## src/rtl/fft_ctrl_pkg.sv

```systemverilog
// Shared encodings and helpers for the multimode FFT stage sequencer.
package fft_ctrl_pkg;

    localparam int unsigned MODE_W       = 2;
    localparam int unsigned NSTAGE_W     = 3;
    localparam int unsigned FRAME_CNT_W  = 16;

    localparam logic [MODE_W-1:0] MODE_4PT  = 2'b00;
    localparam logic [MODE_W-1:0] MODE_8PT  = 2'b01;
    localparam logic [MODE_W-1:0] MODE_16PT = 2'b10;
    localparam logic [MODE_W-1:0] MODE_RSVD = 2'b11;

    localparam logic SRC_EXT = 1'b0;
    localparam logic SRC_BF  = 1'b1;

    typedef enum logic [2:0] {
        ST_IDLE,
        ST_LOAD,
        ST_LAUNCH,
        ST_WAIT,
        ST_WB,
        ST_DONE
    } state_e;

    // Number of radix-2 stages for a mode; 0 marks an unusable encoding.
    function automatic logic [NSTAGE_W-1:0] mode_stages(input logic [MODE_W-1:0] m);
        case (m)
            MODE_4PT:  return 3'd2;
            MODE_8PT:  return 3'd3;
            MODE_16PT: return 3'd4;
            default:   return 3'd0;
        endcase
    endfunction

endpackage

```

## src/rtl/fft_stage_timer.sv

```systemverilog
// Loadable down-counter with a zero flag; times the butterfly pipeline latency.
module fft_stage_timer
    import fft_ctrl_pkg::*;
#(
    parameter int unsigned STAGE_LAT = 2
) (
    input  logic clk,
    input  logic rst,
    input  logic load,
    input  logic dec,
    output logic zero_c
);

    localparam int unsigned CNT_W = (STAGE_LAT > 1) ? $clog2(STAGE_LAT) : 1;

    logic [CNT_W-1:0] cnt_q;

    always_ff @(posedge clk) begin
        if (rst) begin
            cnt_q <= '0;
        end else if (load) begin
            cnt_q <= CNT_W'(STAGE_LAT - 1);
        end else if (dec && (cnt_q != '0)) begin
            cnt_q <= cnt_q - CNT_W'(1);
        end
    end

    assign zero_c = (cnt_q == '0);

endmodule

```

## src/rtl/fft_stage_sequencer.sv

```systemverilog
// Sequences the register bank through load, log2(N) butterfly stages and result handoff.
// Optional completed-frame counter enabled by FFT_SEQ_PERF_CNT_EN.
module fft_stage_sequencer
    import fft_ctrl_pkg::*;
#(
    parameter int unsigned DEPTH     = 16,
    parameter int unsigned STAGE_LAT = 2,
    parameter int unsigned STAGE_W   = 2
) (
    input  logic                   clk,
    input  logic                   rst,
    input  logic [MODE_W-1:0]      mode,
    input  logic                   start_valid,
    output logic                   start_ready,
    input  logic                   abort,
    output logic                   bank_we,
    output logic                   bank_src_sel,
    output logic                   bf_start,
    output logic [STAGE_W-1:0]     stage_idx,
    output logic [NSTAGE_W-1:0]    num_stages,
    output logic                   busy,
    output logic                   done_valid,
    input  logic                   done_ready,
    output logic                   err_mode,
    output logic [FRAME_CNT_W-1:0] frames_done
);

    localparam int unsigned MAX_STAGES = $clog2(DEPTH);

    state_e                state_q, state_d;
    logic                  start_ready_d, busy_d, bank_we_d, bank_src_sel_d;
    logic                  bf_start_d, done_valid_d, err_mode_d;
    logic [STAGE_W-1:0]    stage_idx_d;
    logic [NSTAGE_W-1:0]   num_stages_d;
    logic [NSTAGE_W-1:0]   req_stages_c;
    logic                  mode_ok_c;
    logic                  tmr_load_c, tmr_dec_c, tmr_zero_c;

    // A mode is usable only if it names a size the bank can hold.
    assign req_stages_c = mode_stages(mode);
    assign mode_ok_c    = (req_stages_c != '0) && (req_stages_c <= NSTAGE_W'(MAX_STAGES));

    fft_stage_timer #(
        .STAGE_LAT (STAGE_LAT)
    ) u_timer (
        .clk    (clk),
        .rst    (rst),
        .load   (tmr_load_c),
        .dec    (tmr_dec_c),
        .zero_c (tmr_zero_c)
    );

    // Next state, then registered outputs decoded from the state being entered.
    always_comb begin
        state_d        = state_q;
        start_ready_d  = 1'b0;
        busy_d         = 1'b1;
        bank_we_d      = 1'b0;
        bank_src_sel_d = bank_src_sel;
        bf_start_d     = 1'b0;
        stage_idx_d    = stage_idx;
        num_stages_d   = num_stages;
        done_valid_d   = 1'b0;
        err_mode_d     = 1'b0;
        tmr_load_c     = 1'b0;
        tmr_dec_c      = 1'b0;

        case (state_q)
            ST_IDLE: begin
                if (start_valid && start_ready) begin
                    if (!mode_ok_c) begin
                        err_mode_d = 1'b1;
                    end else begin
                        state_d      = ST_LOAD;
                        num_stages_d = req_stages_c;
                        stage_idx_d  = '0;
                    end
                end
            end
            ST_LOAD:   state_d = ST_LAUNCH;
            ST_LAUNCH: begin
                state_d    = ST_WAIT;
                tmr_load_c = 1'b1;
            end
            ST_WAIT: begin
                if (tmr_zero_c) begin
                    state_d = ST_WB;
                end else begin
                    tmr_dec_c = 1'b1;
                end
            end
            ST_WB: begin
                if (NSTAGE_W'(stage_idx) == (num_stages - NSTAGE_W'(1))) begin
                    state_d = ST_DONE;
                end else begin
                    state_d     = ST_LAUNCH;
                    stage_idx_d = stage_idx + STAGE_W'(1);
                end
            end
            ST_DONE: begin
                if (done_ready) begin
                    state_d = ST_IDLE;
                end
            end
            default: state_d = ST_IDLE;
        endcase

        if (abort && (state_q != ST_IDLE)) begin
            state_d = ST_IDLE;
        end

        case (state_d)
            ST_IDLE: begin
                start_ready_d = 1'b1;
                busy_d        = 1'b0;
                stage_idx_d   = '0;
            end
            ST_LOAD: begin
                bank_we_d      = 1'b1;
                bank_src_sel_d = SRC_EXT;
            end
            ST_LAUNCH: bf_start_d = 1'b1;
            ST_WB: begin
                bank_we_d      = 1'b1;
                bank_src_sel_d = SRC_BF;
            end
            ST_DONE:   done_valid_d = 1'b1;
            default:   busy_d = 1'b1;
        endcase
    end

    always_ff @(posedge clk) begin
        if (rst) begin
            state_q      <= ST_IDLE;
            start_ready  <= 1'b1;
            busy         <= 1'b0;
            bank_we      <= 1'b0;
            bank_src_sel <= SRC_EXT;
            bf_start     <= 1'b0;
            stage_idx    <= '0;
            num_stages   <= '0;
            done_valid   <= 1'b0;
            err_mode     <= 1'b0;
        end else begin
            state_q      <= state_d;
            start_ready  <= start_ready_d;
            busy         <= busy_d;
            bank_we      <= bank_we_d;
            bank_src_sel <= bank_src_sel_d;
            bf_start     <= bf_start_d;
            stage_idx    <= stage_idx_d;
            num_stages   <= num_stages_d;
            done_valid   <= done_valid_d;
            err_mode     <= err_mode_d;
        end
    end

`ifdef FFT_SEQ_PERF_CNT_EN
    logic                   frame_done_c;
    logic [FRAME_CNT_W-1:0] frames_q;

    // An abort in the handshake cycle wins, so that frame is not counted.
    assign frame_done_c = (state_q == ST_DONE) && done_valid && done_ready && !abort;

    always_ff @(posedge clk) begin
        if (rst) begin
            frames_q <= '0;
        end else if (frame_done_c) begin
            frames_q <= frames_q + FRAME_CNT_W'(1);
        end
    end

    assign frames_done = frames_q;
`else
    assign frames_done = '0;
`endif

endmodule

```

## config.mk

```make
export PLATFORM = sky130hd
export DESIGN_NAME = fft_stage_sequencer
export DESIGN_NICKNAME = d
export VERILOG_FILES = /design/src/rtl/fft_ctrl_pkg.sv /design/src/rtl/fft_stage_timer.sv /design/src/rtl/fft_stage_sequencer.sv
export SDC_FILE = /design/constraint.sdc
export NUM_CORES = 1
export LEC_CHECK = 0
export ABC_CLOCK_PERIOD_IN_PS = 1900
export CELL_PAD_IN_SITES_DETAIL_PLACEMENT = 0
export CELL_PAD_IN_SITES_GLOBAL_PLACEMENT = 1
export CORE_ASPECT_RATIO = 0.6
export CORE_MARGIN = 10
export CORE_UTILIZATION = 30
export CTS_CLUSTER_DIAMETER = 40
export DETAILED_ROUTE_END_ITERATION = 16
export PLACE_DENSITY = 0.85
export SLEW_MARGIN = 15
export SYNTH_ARGS = -nofsm -noshare
export SYNTH_HDL_FRONTEND = slang
export SYNTH_SLANG_ARGS = --single-unit
```

## constraint.sdc

```tcl
create_clock -name clk -period 1.9 [get_ports clk]
set_input_delay 0.19 -clock clk [delete_from_list [all_inputs] [get_ports clk]]
set_output_delay 0.19 -clock clk [all_outputs]
set_load 0.1 [all_outputs]
```

# After elaboration in Yosys (flattened, before gate mapping)

Cells that the tools add are included.

Input bits: 7
Logic and storage cells: 73
Bits in registers: 16

$add $sub $neg: 3
Bitwise gates (word level): 2
Equality and inequality tests: 15
Multiplexer cells: 24
Magnitude comparators: 1
Reductions and logical operators: 17

Operators by type and width:

| operator                                                           | count |
|---|---|
| 3-bit 2-to-1 mux                                                   | 6 |
| 3-bit case mux with 6 select lines                                 | 1 |
| 3-bit == test, second input constant                               | 4 |
| 1-bit 2-to-1 mux                                                   | 11 |
| 3-bit by 2-bit == test with 1-bit output, second input constant    | 3 |
| 3-bit case mux with 3 select lines                                 | 1 |
| 3-bit by 1-bit == test with 1-bit output, second input constant    | 2 |
| 3-bit zero test                                                    | 2 |
| 2-bit 2-to-1 mux                                                   | 3 |
| 2-bit inequality test, second input constant                       | 3 |
| 2-bit nonzero test                                                 | 3 |
| 3-bit nonzero test                                                 | 2 |
| 1-bit logical AND                                                  | 4 |
| 2-bit case mux with 2 select lines                                 | 1 |
| 4-bit AND reduction                                                | 1 |
| 2-bit OR reduction                                                 | 2 |
| 2-bit by 3-bit == test with 1-bit output                           | 1 |
| 3-bit <= comparator, second input constant                         | 1 |
| 3-bit AND reduction                                                | 1 |
| 3-bit OR reduction                                                 | 1 |
| 3-bit by 1-bit subtractor with 3-bit output, second input constant | 1 |
| 2-bit by 1-bit adder with 2-bit output, second input constant      | 1 |
| 2-bit by 1-bit == test with 1-bit output, second input constant    | 1 |
| 2-bit == test, second input constant                               | 1 |
| other kinds (4)                                                    | 5 |

# Depth between registers and ports, before layout

Gate-level depths: netlist (run 1).

Depth after elaboration: 11
Mapped depth: 6
Depth with buffers taken out: 6

# Hierarchy

From an unflattened synthesis (run 1), not the netlist that was laid out.

Cell total of the unflattened synthesis: 107
Area total of the unflattened synthesis: 959.7 um^2

By module, submodules not included:

| module              | area an instance (um^2) | times used | cells each |
|---|---|---|---|
| fft_stage_sequencer | 917.1                   | 1          | 102 |
| fft_stage_timer     | 42.5                    | 1          | 5 |

# Worst setup path after synthesis (run 1)

OpenSTA, ideal clock, no wires.

Kind: register to register
From: register num_stages[0]
To: register stage_idx[0]
Cell stages (with the launch flop): 7
Slack: -0.580 ns
Setup time: 0.078 ns
Arrival: 2.402 ns
Clock period less this slack: 2.480 ns
Cell sequence: dfxtp_1 inv_1 ha_1 xnor2_1 o31ai_2 mux2_1 nor3_1

Cells in the longest elaborated chain, start to end: 7
Elaborated cells on any way between the ends: 9

RTL lines:

| item                                            | RTL line                   | source |
|---|---|---|
| from (decl)                                     | fft_stage_sequencer.sv:20  | `output logic [NSTAGE_W-1:0] num_stages,` |
| from (signal assigned)                          | fft_stage_sequencer.sv:152 | `num_stages <= num_stages_d;` |
| 3-bit by 1-bit subtractor with 3-bit output (*) | fft_stage_sequencer.sv:93  | `if (NSTAGE_W'(stage_idx) == (num_stages - NSTAGE_W'(1))) begin` |
| 2-bit by 3-bit == test with 1-bit output (*)    | fft_stage_sequencer.sv:93  |  |
| 3-bit 2-to-1 mux                                | fft_stage_sequencer.sv:93  |  |
| 3-bit case mux with 6 select lines              | fft_stage_sequencer.sv:68  | `case (state_q)` |
| 3-bit 2-to-1 mux                                | fft_stage_sequencer.sv:108 | `if (abort && (state_q != ST_IDLE)) begin` |
| 3-bit zero test                                 | fft_stage_sequencer.sv:112 | `case (state_d)` |
| 2-bit OR reduction (no source line)             | --                         |  |
| to (signal assigned)                            | fft_stage_sequencer.sv:151 | `stage_idx <= stage_idx_d;` |
| to (decl)                                       | fft_stage_sequencer.sv:19  | `output logic [STAGE_W-1:0] stage_idx,` |

Every way passes the cells marked *; elsewhere a longest branch is shown, timed or not.
A chain may end at the register's enable or synchronous reset.

# Worst setup path in the final report (run 1)

Same ends and word-level chain as after synthesis.

==> impl_metrics.yaml, run 1 <==
status:
  status: "completed"
finish:
  fin_nets: 127
  mostFrequentLayoutCells: "conb_1 (16), buf_4 (14), dfxtp_1 (10), nor3_1 (8), nor2_1 (8)"
  diodes: 0
  layout_commonest_cell: "conb_1"
  area_growth_syn_to_layout_pct: 22.3
  drive_gt1_share_pct: 24.6
grt:
  track_usage_pct: 8.28
  antenna_found_initial: 0
  grt_pass1_vias: 711
  grt_pass1_wl_mm: 3.40
  grt_overflow_total: 0
  grt_max_degree: 10
setup_path:
  worst_r2r_startpoint: "num_stages[0]"
  worst_r2r_path_depth: 6
  path_max_fanout: 4
  crit_arrival_ns: 1.97
  r2r-end: "stage_idx[0]"
  critPathLaunchType: "register"
  cp.required_ns: 2.07
  crit_path_top_delay_cell: "o31ai_2"
  critPathMaxStageDelay_ns: 0.37
  crit_type: "register to register"
  cp-end-kind: "register"
  path_delay_family: "compound AO/OA/AOI/OAI gates"
  r2r_slack_ns: 0.10
  worstPathCellList: "inv_1, ha_1, xnor2_1, o31ai_2, mux2_1, nor3_1"
  crit_cells: 6
  critical_path_buf_inv_count: 1
synth:
  yosysWarnings: 0
  syn_avg_cell_area_um2: 8.81
  synth.yosys.seq_area_share_pct: 37.5
  synth.distinct_cells: 34
  ys_seq_elements: 16
  netlist_area_um2: 855
  netlist_instances: 97
floorplan:
  initial_core_util_pct: 32.7
  dieArea_mm2: 0.00545
  rows: 14
  die_height_um: 61.3
  dieWidth_um: 88.9
  core_mm2: 0.00261
  io_pins: 35
cts:
  root_buffer: "clkbuf_8"
  cts_setup_buffers: 0
  holdBufCountCts: 0
  htree_levels: 1
  cts.sinks: 16
  clk_pin_slew_ns: 0.07
  cts_tree: "yes"
  cts_inserted_buffers: 3
  insertion_delay_ns: 0.25
  cts_resized: 0
  clockBufferDepth: 2
hold_path:
  hold_path_end: "bank_src_sel"
  hold_depth: 2
  hp-class: "register to register"
  holdCritStartpoint: "bank_src_sel"
place:
  hpwl_mm: 1.66
  finalWeightedCongestion: 0.865
  port_buffers: 18
  place_ws_ns: 0.126
routing:
  drtIter0Drc: 25
  routedWlPerCell_um: 13.8
  drc: 0
  dr.pass1.iters: 4
  via_per_inst: 4.60
  wl_mm: 2.08
  dr_total_vias: 690
  ant_nets: 0
sta:
  period_minus_slack_ns: 1.80
  hold_viol: 0
  max_freq_mhz: 556
  setup-violations-final: 0
  tns_ns: 0
  finalClockSkew_ns: 0.00574
  slew_violations: 0
  period_share_pct: 94.6
  rsz0062_at_grt: "false"
  worst_slack_ns: 0.103
pwr:
  irDropWorstVdd_v: 0.000451
  p_leak_nw: 0.415
  finalPower_w: 0.00128
  power.density_mw_per_mm2: 1230
flow_run:
  drv_cap: 0
[registers in the layout (all words and copies together), names as in the netlist]
signal / count
num_stages: 3
state_q: 3
stage_idx: 2
bank_src_sel: 1
bank_we: 1
bf_start: 1
busy: 1
done_valid: 1
err_mode: 1
start_ready: 1
u_timer.cnt_q: 1
[per-stage QoR]
step / util [%] / instances / area [µm²] / hold slack (ns)
floorplan: - / 112 / 923 / 0.332
global placement: 38.3 / 146 / 1000 / 0.472
detailed placement: 38.3 / 146 / 1000 / 0.472
CTS: 40.0 / 150 / 1040 / 0.483
global route: 40.0 / 150 / 1040 / 0.508
finish: 40.0 / 150 / 1040 / 0.478
[cell families (layout without fill, tap and decap cells)]
group / count (synthesis) / after routing / share of synthesized area (%)
other: 1 / 16 / 0.439
buffers and inverters: 25 / 31 / 18.2
flip-flops: 16 / 16 / 37.5
AO/OA/AOI/OAI: 20 / 20 / 17.6
multiplexers: 1 / 1 / 1.32
XOR/XNOR: 3 / 3 / 3.08
AND/OR/NAND/NOR: 30 / 30 / 20.5
adder cells (fa/ha/maj): 1 / 1 / 1.46
[how the worst max path moves through the flow]
stage	end	slack [ns]	startpoint
floorplan	stage_idx[0]	-0.005	num_stages[0]
global placement	stage_idx[0]	0.22	num_stages[0]
detailed placement	stage_idx[0]	0.13	num_stages[0]
CTS	stage_idx[0]	0.09	num_stages[0]
global route	stage_idx[0]	0.03	num_stages[0]
finish	stage_idx[0]	0.10	num_stages[0]
[worst register-to-register path: stages, from the launching register on]
cell	delay, ns
dfxtp_4	0.36
inv_1	0.04
ha_1	0.29
xnor2_1	0.15
o31ai_2	0.37
mux2_1	0.37
nor3_1	0.13
[where the power goes]
part           total (W)  leakage [nW]  internal [W]  switching [W]
Clock           0.000268        0.0228      0.000149       0.000119
Combinational   0.000599         0.259      0.000130       0.000469
Sequential      0.000416         0.133      0.000379      0.0000365
Total            0.00128         0.415      0.000658       0.000624
[Yosys cell counts, drive strengths merged]
master	number	share of area (%)
o21ba	1	1.2
nand2	2	0.88
nor4b	1	1.0
o32ai	1	1.0
or2	4	2.9
conb	1	0.44
nand3b	2	1.8
nor4	1	1.5
a22oi	1	0.88
a211o	1	1.0
o22a	1	1.0
a211oi	3	3.8
a21oi	5	2.9
inv	7	3.1
nand3	1	0.59
o31a	1	1.0
nor2	8	3.5
o21ai	4	2.3
xor2	1	1.0
buf	17	15
nor3	8	4.7
mux2	1	1.3
nand2b	1	0.73
xnor2	2	2.1
nor3b	1	2.2
dfxtp	16	37
clkbuf	1	0.44
o21a	1	0.88
ha	1	1.5
o31ai	1	1.5
or3	1	0.73
[metal layers]
layer	vias to the layer above	global-route usage [%]	part of all wire, %
met5	-	0	0
met4	0	2.75	0.77
met3	2	5.01	11
met2	25	11.6	41
met1	319	10.2	47
li1	344	-	-
[layout make-up]
cell class,count,area [µm²]
Fill cell,266,1570
Multi-Input combinational cell,71,435
Sequential cell,16,333
Timing Repair Buffer,20,165
Clock buffer,4,45.0
Tap cell,32,40.0
Inverter,7,26.3
Power figures use the tool's default switching activity.
==> run 2: changes to the inputs <==
--- a/config.mk
+++ b/config.mk
@@ -10,10 +10,11 @@
 export CELL_PAD_IN_SITES_GLOBAL_PLACEMENT = 1
 export CORE_ASPECT_RATIO = 0.6
 export CORE_MARGIN = 10
-export CORE_UTILIZATION = 30
+export CORE_UTILIZATION = 31
+export CTS_BUF_LIST = sky130_fd_sc_hd__clkbuf_2
 export CTS_CLUSTER_DIAMETER = 40
 export DETAILED_ROUTE_END_ITERATION = 16
-export PLACE_DENSITY = 0.85
+export PLACE_DENSITY = 0.87
 export SLEW_MARGIN = 15
 export SYNTH_ARGS = -nofsm -noshare
 export SYNTH_HDL_FRONTEND = slang
==> run 2 against run 1 <==
Net effect:
- global-route usage fell by 0.11 points
- cell count is the same
- via count is 1.4% lower
- wire length is 0.14% higher
- worst hold slack better by 0.014 ns
- sequential share of layout area increased by 0.54 points
- clock skew fell by 0.0022 ns
- sequential cell count unchanged
- non-clock buffer count is the same
- die area shrank 2.3%
- clock power down 40%
- setup slack better by 0.048 ns
- highest routed layer unchanged
==> impl_metrics.yaml, run 2 (synthesized netlist as in run 1, its figures left out) <==
floorplan:
  dieWidth_um: 87.8
  io_pins: 35
  rows: 14
  dieArea_mm2: 0.00533
  initial_core_util_pct: 33.2
  core_mm2: 0.00257
  die_height_um: 60.7
cts:
  root_buffer: "clkbuf_2"
  htree_levels: 1
  clk_pin_slew_ns: 0.16
  cts_tree: "yes"
  cts.sinks: 16
  insertion_delay_ns: 0.30
  cts_setup_buffers: 0
  cts_inserted_buffers: 3
  clockBufferDepth: 2
grt:
  grt_pass1_wl_mm: 3.35
  grt_max_degree: 10
  grt_overflow_total: 0
  antenna_found_initial: 0
  track_usage_pct: 8.16
  grt_pass1_vias: 649
sta:
  max_freq_mhz: 572
  slew-limit-headroom_pct: 66.3
  hold_viol: 0
  finalClockSkew_ns: 0.00358
  setup-violations-final: 0
  period_minus_slack_ns: 1.75
  tns_ns: 0
  slew_violations: 0
  max_slew.worst_pin.slew_ns: 0.498
  period_share_pct: 92.0
  rsz0062_at_grt: "false"
  holdWs_ns: 0.491
setup_path:
  critPathLaunchType: "register"
  cp-end-kind: "register"
  r2r_slack_ns: 0.15
  crit_end: "stage_idx[0]"
  crit_path_top_delay_cell: "dfxtp_4"
  worst_r2r_startpoint: "num_stages[0]"
  worstPathCellList: "inv_1, ha_1, xnor2_1, o31ai_4, mux2_1, nor3_1"
  critical_path_buf_inv_count: 1
  crit_arrival_ns: 1.99
  cp.required_ns: 2.14
  worst_r2r_path_depth: 6
  crit_cells: 6
  r2r-end: "stage_idx[0]"
  critPathMaxStageDelay_ns: 0.39
  crit_start: "num_stages[0]"
  crit_type: "register to register"
  path_delay_family: "flip-flops"
  path_max_fanout: 4
place:
  finalWeightedCongestion: 0.782
  dp.cells: 146
  hpwl_mm: 1.69
  port_buffers: 18
finish:
  seqCellArea_um2: 333
  final_cells: 150
  diodes: 0
  layout_commonest_cell: "conb_1"
  drive_gt1_share_pct: 24.6
  multi_input_area_um2: 444
  final_core_util_pct: 39.9
  area_growth_syn_to_layout_pct: 20.2
  reg_top3: "num_stages x3, state_q x3, stage_idx x2"
  fin_nets: 127
  fill_cells: 295
  mostFrequentLayoutCells: "conb_1 (16), buf_4 (14), dfxtp_1 (10), nor3_1 (8), nor2_1 (8)"
pwr:
  irDropWorstVdd_v: 0.000430
  internal-power_w: 0.000555
  switching_power_w: 0.000626
  power.density_mw_per_mm2: 1150
  p_seq_share_pct: 35.3
  p_sw_share_pct: 53.0
  clkPwrFrac_pct: 13.6
  power_frac_comb_pct: 51.1
  finalPower_w: 0.00118
  p_leak_nw: 0.407
status:
  status: "completed"
hold_path:
  holdCritStartpoint: "bank_src_sel"
  hp-class: "register to register"
routing:
  dr_total_vias: 680
  wl_mm: 2.08
  drc: 0
  dr.pass1.iters: 4
  drtIter0Drc: 75
  routedWlPerCell_um: 13.9
  via_per_inst: 4.53
  ant_nets: 0
flow_run:
  drv_cap: 0
==> run 2: what timing repair did <==
action / 4_1_cts / 5_1_grt
gates resized for setup: 0 / 1
hold endpoints to repair: 0 / 0
hold buffers: 0 / 0
endpoints found under the setup margin: 0 / 1
==> run 2: layout make-up <==
cell class | count | share of cell area [%]
inverters | 7 | 2.56
multi-input cells | 71 | 43.2
clock inverters | 1 | 0.365
well taps | 32 | 3.90
repair buffers | 20 | 16.1
clock buffers | 3 | 1.46
flip-flops and latches | 16 | 32.4
==> run 2: worst min path at each step <==
stage / to / slack [ns] / depth (start not counted)
final: bank_src_sel / 0.49 / 2
after global routing: err_mode / 0.51 / 3
after CTS: bank_src_sel / 0.50 / 2
after detailed placement: bank_src_sel / 0.47 / 2
after global placement: bank_src_sel / 0.47 / 2
after floorplan: err_mode / 0.33 / 2
==> run 2: power by group through the flow <==
stage,registers (W),logic [W],clock network [W]
global placement,0.000421,0.000596,0
floorplan,0.000619,0.000323,0
finish,0.000417,0.000603,0.000161
detailed placement,0.000426,0.000596,0
global route,0.000424,0.000641,0.000184
CTS,0.000418,0.000598,0.000169
==> run 2: routing by layer <==
| metal | wire length [µm] | GRT usage, % | up-vias |
|---|---|---|---|
| met3 | 302 | 5.21 | 5 |
| met2 | 755 | 10.1 | 35 |
| met1 | 999 | 10.9 | 295 |
| met5 | 0 | 0 | - |
| li1 | - | - | 345 |
| met4 | 23 | 2.71 | 0 |
==> run 2: tightest hold or removal path, stage by stage (launching register included) <==
cell and delay (ns):
dfxtp_1 0.34, inv_1 0.05, o32ai_1 0.08
==> run 2: through the flow <==
step | setup WS (ns) | instance area [µm²]
2_1_floorplan | -0.00493 | 923
3_3_place_gp | 0.213 | 1000
3_5_place_dp | 0.0877 | 1000
4_1_cts | 0.0461 | 1020
5_1_grt | 0.00565 | 1030
6_report | 0.151 | 1030
==> run 3: changes to the inputs <==
--- a/config.mk
+++ b/config.mk
@@ -14,6 +14,7 @@
 export CTS_BUF_LIST = sky130_fd_sc_hd__clkbuf_2
 export CTS_CLUSTER_DIAMETER = 40
 export DETAILED_ROUTE_END_ITERATION = 16
+export GPL_TIMING_DRIVEN = 0
 export PLACE_DENSITY = 0.87
 export SLEW_MARGIN = 15
 export SYNTH_ARGS = -nofsm -noshare
==> run 3 against run 2 <==
Net effect:
- non-clock buffer count grew 17
- final area grew 14%
- sequential share of layout area decreased by 4.1 points
- global-route usage down 0.11 points
- via count grew 5.9%
- first-iteration DRC count down 56%
- cell count increased by 11%
- critical path depth is the same
- core utilization is 5.7 points higher
- total power up 1.8%
- highest routed layer is now met3
==> impl_metrics.yaml, run 3 (synthesized netlist as in run 1, its figures left out) <==
floorplan:
  core_mm2: 0.00257
  die_height_um: 60.7
  rows: 14
  dieArea_mm2: 0.00533
  io_pins: 35
  initial_core_util_pct: 33.2
  dieWidth_um: 87.8
sta:
  holdWs_ns: 0.255
  period_share_pct: 92.8
  period_minus_slack_ns: 1.76
  slew-limit-headroom_pct: 35.5
  setup-violations-final: 0
  hold_viol: 0
  finalClockSkew_ns: 0.0190
  rsz0062_at_grt: "false"
  worst_slack_ns: 0.136
  max_slew.worst_pin.slew_ns: 0.972
  slew_violations: 0
  tns_ns: 0
  max_freq_mhz: 567
cts:
  cts_tree: "yes"
  cts_inserted_buffers: 3
  clk_pin_slew_ns: 0.16
  root_buffer: "clkbuf_2"
  htree_levels: 1
  insertion_delay_ns: 0.29
  clockBufferDepth: 2
  cts.sinks: 16
  holdBufCountCts: 0
pwr:
  power.density_mw_per_mm2: 1020
  irDropWorstVdd_v: 0.000557
  p_leak_nw: 0.527
place:
  post_dp_cell_area_mm2: 0.00113
  place_ws_ns: 0.0960
  port_buffers: 17
  dp.cells: 161
  finalWeightedCongestion: 0.776
  hpwl_mm: 1.70
flow_run:
  drv_cap: 0
routing:
  dr.pass1.iters: 4
  dr_total_vias: 720
  drtIter0Drc: 33
  drc: 0
  wl_mm: 2.06
  routedWlPerCell_um: 12.3
  via_per_inst: 4.31
  ant_nets: 0
setup_path:
  cp.required_ns: 2.11
  crit_arrival_ns: 1.98
  cp-end-kind: "register"
  critPathMaxStageDelay_ns: 0.39
  critPathLaunchType: "register"
  worstPathCellList: "inv_1, ha_1, xnor2_2, o31ai_4, mux2_1, nor3_2"
  crit_type: "register to register"
  crit_path_top_delay_cell: "dfxtp_4"
  path_max_fanout: 4
grt:
  use_met1_pct: 9.38
  grt_pass1_wl_mm: 3.35
  use_met2_pct: 11.8
  gr-max-usage-layer: "met2"
  antenna_found_initial: 0
  track_usage_pct: 8.05
  grt_pass1_vias: 691
  grt_overflow_total: 0
  grt_max_degree: 10
  gr-usage-met3_pct: 6.02
finish:
  mostFrequentLayoutCells: "buf_4 (18), conb_1 (16), dlygate4sd2_1 (12), dfxtp_1 (10), nor2_1 (8)"
  layout_commonest_cell: "buf_4"
  diodes: 0
  final_area_mm2: 0.00117
  final_cells: 167
  drive_gt1_share_pct: 27.4
  area_growth_syn_to_layout_pct: 37.5
  reg_top3: "num_stages x3, state_q x3, stage_idx x2"
  fin_nets: 144
hold_path:
  hp-class: "primary input to register"
status:
  status: "completed"
==> run 3: path summary, 6_finish.rpt <==
| path | startpoint | end | slack, ns | cells after the start |
|---|---|---|---|---|
| max | num_stages[0] | stage_idx[0] | 0.14 | 6 |
| min | rst | num_stages[1] | 0.25 | 2 |
| max reg2reg | num_stages[0] | stage_idx[0] | 0.14 | 6 |
| min reg2reg | bank_src_sel | bank_src_sel | 0.49 | 2 |
==> run 3: final cells by class <==
class                   count  area, µm²
multi-input cells          71        457
flip-flops and latches     16        333
clock buffers               4       20.0
inverters                   7       26.3
well taps                  32       40.0
fillers                   259       1400
repair buffers             19        170
plain buffers              18        129
==> run 3: layer usage <==
layer / share of wire, % / up-vias
met4: 0 / 0
met3: 13 / 0
li1: - / 379
met1: 48 / 312
met5: 0 / -
met2: 39 / 29
==> run 3: through the flow <==
step                      util, %  power (W)
after floorplan                 -   0.000941
after detailed placement     44.0    0.00105
after CTS                    44.2    0.00120
final                        45.6    0.00120
after global placement       44.0    0.00104
after global routing         45.6    0.00128
==> run 3: repair_timing <==
item / in CTS / in global routing
resized for setup: 12 / 3
endpoints found under the setup margin: 12 / 1
buffers inserted: 0 / 2
pin swaps: 0 / 1
==> run 3: where the power goes <==
| group | leakage [nW] | internal (W) | switching, W |
|---|---|---|---|
| Combinational | 0.377 | 0.000144 | 0.000483 |
| Clock | 0.0166 | 0.0000558 | 0.000105 |
| Sequential | 0.133 | 0.000379 | 0.0000355 |
==> run 3: critical path, delay by kind of cell, from the launching register on <==
kind	cells	cell delay (ns)
AO/OA/AOI/OAI	1	0.30
AND/OR/NAND/NOR	1	0.10
XOR/XNOR	1	0.16
adder cells (fa/ha/maj)	1	0.31
buffers and inverters	1	0.04
flip-flops	1	0.39
multiplexers	1	0.37
